File: config.mk
export PLATFORM = sky130hd
export DESIGN_NAME = writeback_arbiter
export DESIGN_NICKNAME = d
export VERILOG_FILES = /design/src/rtl/writeback_arbiter_pkg.sv /design/src/rtl/writeback_arbiter_lane_fifo.sv /design/src/rtl/writeback_arbiter.sv
export SDC_FILE = /design/constraint.sdc
export NUM_CORES = 1
export LEC_CHECK = 0
export ABC_CLOCK_PERIOD_IN_PS = 8500
export CORE_ASPECT_RATIO = 2
export CORE_MARGIN = 2
export CORE_UTILIZATION = 40
export DETAILED_ROUTE_END_ITERATION = 10
export PLACE_DENSITY = 0.57
export SYNTH_ARGS = -nofsm -noshare
export SYNTH_HDL_FRONTEND = slang
export SYNTH_SLANG_ARGS = --single-unit
File: constraint.sdc
create_clock -name clk -period 8.5 [get_ports clk]
set_input_delay 1.7 -clock clk [delete_from_list [all_inputs] [get_ports clk]]
set_output_delay 1.7 -clock clk [all_outputs]
set_load 0.03 [all_outputs]
File: src/rtl/writeback_arbiter_pkg.sv
// Shared lane encoding, default sizing and lane rotation helper for the writeback arbiter.
package writeback_arbiter_pkg;

    localparam int unsigned WB_PORTS_DEFAULT      = 2;
    localparam int unsigned WB_FIFO_DEPTH_DEFAULT = 4;
    localparam int unsigned NUM_LANES             = 3;

    typedef enum logic [1:0] {
        LANE_ALU = 2'd0,
        LANE_LS  = 2'd1,
        LANE_BR  = 2'd2
    } lane_e;

    function automatic lane_e next_lane(input lane_e l);
        case (l)
            LANE_ALU: return LANE_LS;
            LANE_LS:  return LANE_BR;
            default:  return LANE_ALU;
        endcase
    endfunction

endpackage

File: src/rtl/writeback_arbiter_lane_fifo.sv
// wb_lane_fifo: single-lane result buffer; pointers wrap naturally, a same-edge pop frees room for a push.
module wb_lane_fifo #(
    parameter int unsigned WIDTH = 8,
    parameter int unsigned DEPTH = 4
) (
    input  logic                       clk,
    input  logic                       rst,
    input  logic                       i_flush,
    input  logic                       i_push,
    input  logic [WIDTH-1:0]           i_data,
    input  logic                       i_pop,
    output logic [WIDTH-1:0]           o_head,
    output logic [$clog2(DEPTH):0]     o_count,
    output logic                       o_full,
    output logic                       o_empty
);

    localparam int unsigned AW = $clog2(DEPTH);

    logic [WIDTH-1:0] r_mem [DEPTH];
    logic [AW-1:0]    r_wptr;
    logic [AW-1:0]    r_rptr;
    logic [AW:0]      r_count;
    logic             w_do_pop;
    logic             w_do_push;

    assign o_empty   = (r_count == '0);
    assign o_full    = (r_count == (AW+1)'(DEPTH));
    assign o_count   = r_count;
    assign o_head    = r_mem[r_rptr];
    assign w_do_pop  = i_pop && !o_empty;
    assign w_do_push = i_push && (!o_full || w_do_pop);

    always_ff @(posedge clk or posedge rst) begin
        if (rst) begin
            r_wptr  <= '0;
            r_rptr  <= '0;
            r_count <= '0;
        end else if (i_flush) begin
            r_wptr  <= '0;
            r_rptr  <= '0;
            r_count <= '0;
        end else begin
            if (w_do_push) r_wptr <= r_wptr + AW'(1);
            if (w_do_pop)  r_rptr <= r_rptr + AW'(1);
            case ({w_do_push, w_do_pop})
                2'b10:   r_count <= r_count + (AW+1)'(1);
                2'b01:   r_count <= r_count - (AW+1)'(1);
                default: r_count <= r_count;
            endcase
        end
    end

    always_ff @(posedge clk) begin
        if (!i_flush && w_do_push) r_mem[r_wptr] <= i_data;
    end

endmodule

File: src/rtl/writeback_arbiter.sv
// Buffers ALU/LS/BR results and round-robins them onto WB_PORTS writeback ports with a registered redirect.
// Optional WRITEBACK_BYPASS_EN lets a valid input on an empty lane compete for a port in the same cycle.
module writeback_arbiter
    import writeback_arbiter_pkg::*;
#(
    parameter int unsigned DATA_WIDTH = 32,
    parameter int unsigned ADDR_WIDTH = 32,
    parameter int unsigned PHY_WIDTH  = 6,
    parameter int unsigned ROB_WIDTH  = 5,
    parameter int unsigned WB_PORTS   = WB_PORTS_DEFAULT,
    parameter int unsigned FIFO_DEPTH = WB_FIFO_DEPTH_DEFAULT
) (
    input  logic                             clk,
    input  logic                             rst,
    input  logic                             flush,
    input  logic                             alu_valid,
    input  logic [ROB_WIDTH-1:0]             alu_rob_id,
    input  logic [PHY_WIDTH-1:0]             alu_rd_phy,
    input  logic [DATA_WIDTH-1:0]            alu_data,
    input  logic                             ls_valid,
    input  logic [ROB_WIDTH-1:0]             ls_rob_id,
    input  logic [PHY_WIDTH-1:0]             ls_rd_phy,
    input  logic [DATA_WIDTH-1:0]            ls_data,
    input  logic                             ls_is_store,
    input  logic                             br_valid,
    input  logic [ROB_WIDTH-1:0]             br_rob_id,
    input  logic [PHY_WIDTH-1:0]             br_rd_phy,
    input  logic [ADDR_WIDTH-1:0]            br_next_pc,
    input  logic [ADDR_WIDTH-1:0]            br_jump_pc,
    input  logic                             br_is_jump,
    output logic                             alu_ready,
    output logic                             ls_ready,
    output logic                             br_ready,
    output logic [WB_PORTS-1:0]              wb_valid,
    output logic [WB_PORTS-1:0]              wb_we,
    output logic [WB_PORTS*PHY_WIDTH-1:0]    wb_rd_phy,
    output logic [WB_PORTS*DATA_WIDTH-1:0]   wb_data,
    output logic [WB_PORTS*ROB_WIDTH-1:0]    wb_rob_id,
    output logic                             redirect_valid,
    output logic [ADDR_WIDTH-1:0]            redirect_pc,
    output logic                             overflow_err
);

    typedef struct packed {
        logic [ROB_WIDTH-1:0]  rob_id;
        logic [PHY_WIDTH-1:0]  rd_phy;
        logic [DATA_WIDTH-1:0] data;
        logic                  is_store;
        logic                  is_jump;
        logic [ADDR_WIDTH-1:0] jump_pc;
    } WB_ENTRY_t;

    localparam int unsigned CW      = $clog2(FIFO_DEPTH) + 1;
    localparam logic [1:0]  PORTS_N = 2'(WB_PORTS);

    WB_ENTRY_t   w_in   [NUM_LANES];
    WB_ENTRY_t   w_head [NUM_LANES];
    WB_ENTRY_t   w_cand [NUM_LANES];
    logic [CW-1:0] w_count [NUM_LANES];
    logic [1:0]  w_slot [NUM_LANES];
    logic [2:0]  w_in_valid, w_empty, w_full, w_byp, w_cand_valid;
    logic [2:0]  w_grant, w_push, w_pop, w_drop;
    logic [1:0]  w_scan_n;
    lane_e       w_scan_lane, w_rr_next, r_rr;

    logic [WB_PORTS-1:0]            w_nx_valid, w_nx_we, r_wb_valid, r_wb_we;
    logic [WB_PORTS*PHY_WIDTH-1:0]  w_nx_rd, r_wb_rd_phy;
    logic [WB_PORTS*DATA_WIDTH-1:0] w_nx_data, r_wb_data;
    logic [WB_PORTS*ROB_WIDTH-1:0]  w_nx_rob, r_wb_rob_id;
    logic                           w_nx_redir, r_redirect_valid, r_overflow_err;
    logic [ADDR_WIDTH-1:0]          w_nx_pc, r_redirect_pc;

    always_comb begin
        w_in[0] = '{rob_id: alu_rob_id, rd_phy: alu_rd_phy, data: alu_data,
                    is_store: 1'b0, is_jump: 1'b0, jump_pc: '0};
        w_in[1] = '{rob_id: ls_rob_id, rd_phy: ls_rd_phy, data: ls_data,
                    is_store: ls_is_store, is_jump: 1'b0, jump_pc: '0};
        w_in[2] = '{rob_id: br_rob_id, rd_phy: br_rd_phy, data: DATA_WIDTH'(br_next_pc),
                    is_store: 1'b0, is_jump: br_is_jump, jump_pc: br_jump_pc};
    end

    // Flush drops same-edge inputs, so gate valids before they reach push or bypass.
    assign w_in_valid = {br_valid, ls_valid, alu_valid} & {3{!flush}};

`ifdef WRITEBACK_BYPASS_EN
    assign w_byp = w_empty & w_in_valid;
`else
    assign w_byp = '0;
`endif

    assign w_cand_valid = ~w_empty | w_byp;
    assign w_pop        = w_grant & ~w_empty;
    assign w_push       = w_in_valid & ~(w_byp & w_grant);
    assign w_drop       = w_push & w_full & ~w_pop;

    for (genvar g = 0; g < NUM_LANES; g++) begin : g_lane
        assign w_cand[g] = w_empty[g] ? w_in[g] : w_head[g];

        wb_lane_fifo #(
            .WIDTH ($bits(WB_ENTRY_t)),
            .DEPTH (FIFO_DEPTH)
        ) u_fifo (
            .clk     (clk),
            .rst     (rst),
            .i_flush (flush),
            .i_push  (w_push[g]),
            .i_data  (w_in[g]),
            .i_pop   (w_pop[g]),
            .o_head  (w_head[g]),
            .o_count (w_count[g]),
            .o_full  (w_full[g]),
            .o_empty (w_empty[g])
        );
    end

    // Circular scan from r_rr; w_slot records which port each granted lane lands on.
    always_comb begin
        w_grant     = '0;
        w_rr_next   = r_rr;
        w_scan_n    = '0;
        w_scan_lane = r_rr;
        for (int unsigned j = 0; j < NUM_LANES; j++) w_slot[j] = '0;
        for (int unsigned k = 0; k < NUM_LANES; k++) begin
            if (w_cand_valid[w_scan_lane] && (w_scan_n < PORTS_N)) begin
                w_grant[w_scan_lane] = 1'b1;
                w_slot[w_scan_lane]  = w_scan_n;
                w_scan_n             = w_scan_n + 2'd1;
                w_rr_next            = next_lane(w_scan_lane);
            end
            w_scan_lane = next_lane(w_scan_lane);
        end
    end

    always_comb begin
        w_nx_valid = '0;
        w_nx_we    = '0;
        w_nx_rd    = '0;
        w_nx_data  = '0;
        w_nx_rob   = '0;
        w_nx_redir = 1'b0;
        w_nx_pc    = '0;
        for (int unsigned p = 0; p < WB_PORTS; p++) begin
            for (int unsigned j = 0; j < NUM_LANES; j++) begin
                if (w_grant[j[1:0]] && (w_slot[j[1:0]] == p[1:0])) begin
                    w_nx_valid[p] = 1'b1;
                    w_nx_we[p]    = (w_cand[j[1:0]].rd_phy != '0) && !w_cand[j[1:0]].is_store;
                    w_nx_rd[p*PHY_WIDTH +: PHY_WIDTH]    = w_cand[j[1:0]].rd_phy;
                    w_nx_data[p*DATA_WIDTH +: DATA_WIDTH] = w_cand[j[1:0]].data;
                    w_nx_rob[p*ROB_WIDTH +: ROB_WIDTH]    = w_cand[j[1:0]].rob_id;
                    if (w_cand[j[1:0]].is_jump) begin
                        w_nx_redir = 1'b1;
                        w_nx_pc    = w_cand[j[1:0]].jump_pc;
                    end
                end
            end
        end
    end

    always_ff @(posedge clk or posedge rst) begin
        if (rst) begin
            r_rr             <= LANE_ALU;
            r_wb_valid       <= '0;
            r_wb_we          <= '0;
            r_wb_rd_phy      <= '0;
            r_wb_data        <= '0;
            r_wb_rob_id      <= '0;
            r_redirect_valid <= 1'b0;
            r_redirect_pc    <= '0;
        end else if (flush) begin
            r_rr             <= LANE_ALU;
            r_wb_valid       <= '0;
            r_wb_we          <= '0;
            r_wb_rd_phy      <= '0;
            r_wb_data        <= '0;
            r_wb_rob_id      <= '0;
            r_redirect_valid <= 1'b0;
            r_redirect_pc    <= '0;
        end else begin
            r_rr             <= w_rr_next;
            r_wb_valid       <= w_nx_valid;
            r_wb_we          <= w_nx_we;
            r_wb_rd_phy      <= w_nx_rd;
            r_wb_data        <= w_nx_data;
            r_wb_rob_id      <= w_nx_rob;
            r_redirect_valid <= w_nx_redir;
            r_redirect_pc    <= w_nx_pc;
        end
    end

    always_ff @(posedge clk or posedge rst) begin
        if (rst)          r_overflow_err <= 1'b0;
        else if (|w_drop) r_overflow_err <= 1'b1;
    end

    assign alu_ready      = (w_count[0] <= CW'(FIFO_DEPTH - 2));
    assign ls_ready       = (w_count[1] <= CW'(FIFO_DEPTH - 2));
    assign br_ready       = (w_count[2] <= CW'(FIFO_DEPTH - 2));
    assign wb_valid       = r_wb_valid;
    assign wb_we          = r_wb_we;
    assign wb_rd_phy      = r_wb_rd_phy;
    assign wb_data        = r_wb_data;
    assign wb_rob_id      = r_wb_rob_id;
    assign redirect_valid = r_redirect_valid;
    assign redirect_pc    = r_redirect_pc;
    assign overflow_err   = r_overflow_err;

endmodule
==> results.cfg <==
[outcome]
run_status = finished clean

[route]
highest_layer = met5
wl_met2_um = 43900
drtAntennaViolNets = 0
wl_met1_um = 33700
drt_iter0_drc = 1276
dr.pass1.iters = 7
drt_wl_total_um = 89400
avgViaCountPerCell = 5.50
wl_met3_um = 7150
drc = 0
avgRoutedWirePerCell_um = 26.3
num_vias = 18700

[global_route]
grt_pass1_vias = 19500
grt_pass1_wl_um = 131000
grt_max_degree = 89
antenna_found_initial = 16
grtUsageTotal = 0.214
overflow = 0

[die]
initial_core_util = 0.404
core_area_um2 = 81300
die_w_um = 207
ios = 296
rows = 148
fp.dieH_um = 409
die-area_um2 = 84600

[logic_synthesis]
yosys_warnings = 0
ys_top_cells_by_area = edfxtp_1 60%, dfrtp_1 11%, mux4_2 11%
synth.cell_area_um2 = 32800
netlist.area_leader.share = 0.596
synth_nets = 2197
synth_ff_type = edfxtp_1
synthCells = 2012
seq_area_frac_synth = 0.708
synth_top_area_cell = edfxtp_1
syn_avg_cell_area_um2 = 16.3
ys_ff_latch = 799
yosysUniqueCellTypes = 64
synth_edf_count = 652
synth_async_sr_flop_share = 0.184

[clocking]
postCtsSetupBuffers = 0
clock_latency_ps = 660
cts_buffers = 72
ctsHoldBuffers = 0
post_cts_resize_count = 0
htree_levels = 3
tritoncts = done
clk_pin_slew_ps = 70
cts_root_buf = clkbuf_16
clock_path_buffers = 3
cts_sinks = 799

[setup_path]
path_class = register to register
path_cells = or3_2 -> buf_4 -> o21ai_0 -> o21ai_0 -> ha_1 -> a211o_1 -> and2_1 -> nor3b_1 -> and2_4 -> buf_4
cp.arrival_ps = 5280
crit_path_end_kind = register
start_kind = register
cp_slowest_cell = and2_4
path_max_fanout = 53
critPathMaxStageDelay_ps = 650
crit_required_ps = 8760

[finish]
layout_common_cells = 652 x edfxtp_1, 384 x nand2_1, 294 x clkdlybuf4s50_1
fin_util = 0.483
antenna_cells = 0
layout-drive-gt1-share = 0.164
multi_input_area_um2 = 9020
seq_area_um2 = 23300
final_common_cell = edfxtp_1
fill_cells = 6823
nNetsFinal = 2475
area_growth_pct = 19.7

[pwr]
peakVddDrop_mv = 0.226
power_density_nw_per_um2 = 332
p_leak_nw = 13.9

[worst_hold_path]
hp-class = register to register

[timing]
worst_pin_slew_ps = 1100
slew_headroom = 0.266
slew_viol_final = 0
finClkSkew_ps = 36.4
hold_viol = 0
final-setup-viol-count = 0
rsz0062_at_grt = no
tns_ps = 0
fin_crit_ps = 5010
min_period_over_period = 0.590
max_clock_freq_mhz = 199
setup_ws_ps = 3490

[placement]
routabilityCongestion = 0.853
dp_slack_ps = 3520
port_buffers = 295
dp_hpwl_um = 58100

[flow_run]
max_cap_violations = 0
==> cells in the mapped netlist, drive strengths merged, types with 37 or more instances <==
cell type and n:
edfxtp 652, nand2 385, mux4 163, dfrtp 147
nor2 89, a21oi 82, buf 70, clkbuf 59
a211oi 51, mux2i 41, nor2b 41, o211a 37
o211ai 37
==> through the flow <==
step / cell area, µm² / hold WS, ps / total power, mW / std cells
2_1_floorplan: 32800 / 542 / 8.12 / 2012
3_3_place_gp: 36900 / 466 / 9.77 / 3266
3_5_place_dp: 36900 / 474 / 9.85 / 3266
4_1_cts: 39300 / 522 / 13.2 / 3399
5_1_grt: 39300 / 550 / 13.7 / 3399
6_report: 39300 / 524 / 13.0 / 3399
==> state kept, by name (all words and copies together) (netlist names), 6 cells and up <==
name	cells
g_lane.u_fifo.r_mem	652
wb_rd_phy	12
g_lane.u_fifo.r_rptr	6
g_lane.u_fifo.o_count	9
redirect_pc	32
wb_data	64
wb_rob_id	10
g_lane.u_fifo.r_wptr	6
==> cell families (layout without fill, tap and decap cells) <==
group | count (synthesis) | count (layout) | share of synthesized area
adder cells (fa/ha/maj) | 16 | 16 | 0.00678
multiplexers | 209 | 209 | 0.126
XOR/XNOR | 15 | 15 | 0.00400
AND/OR/NAND/NOR | 565 | 565 | 0.0730
AO/OA/AOI/OAI | 265 | 265 | 0.0624
buffers and inverters | 143 | 480 | 0.0197
flip-flops | 799 | 799 | 0.708
==> routing by layer <==
metal / global-route usage / vias up
met2: 0.349 / 673
met3: 0.0585 / 148
met1: 0.261 / 9591
met5: 0 / -
li1: - / 8235
met4: 0.107 / 32
==> where the power goes <==
part	switching (mW)	total (mW)	leakage, nW	internal (mW)
Sequential	0.261	4.86	7.89	4.60
Combinational	3.05	4.87	4.86	1.82
Clock	1.45	3.31	1.18	1.86
==> area by class of cell <==
type / count / area share
Clock inverter: 40 / 0.0102
Inverter: 14 / 0.00146
Tap cell: 1050 / 0.0334
Sequential cell: 799 / 0.592
Timing Repair Buffer: 333 / 0.0823
Clock buffer: 93 / 0.0507
Multi-Input combinational cell: 1070 / 0.230
==> worst max-delay path: cells and delay by family, from the launching register on <==
kind                       cells  cell delay [ps]
AOI/OAI and AO/OA              3              810
adders and majority gates      1              360
buffers and inverters          2              980
DFF                            1              480
and+or+nand+nor                4             1920
==> path summary, 6_finish.rpt <==
kind	start	endpoint	slack, ps	cells past startpoint
max	g_lane[1].u_fifo.o_count[0]	g_lane[2].u_fifo.r_mem[0][57]	3490	10
max reg2reg	g_lane[1].u_fifo.o_count[0]	g_lane[2].u_fifo.r_mem[0][57]	3490	10
min in group asynchronous	rst	redirect_pc[14]	1520	2
max in group asynchronous	rst	wb_rd_phy[8]	5170	4
min reg2reg	overflow_err	overflow_err	520	1
min	overflow_err	overflow_err	520	1
Note: power is estimated with default switching activity, not from simulation.
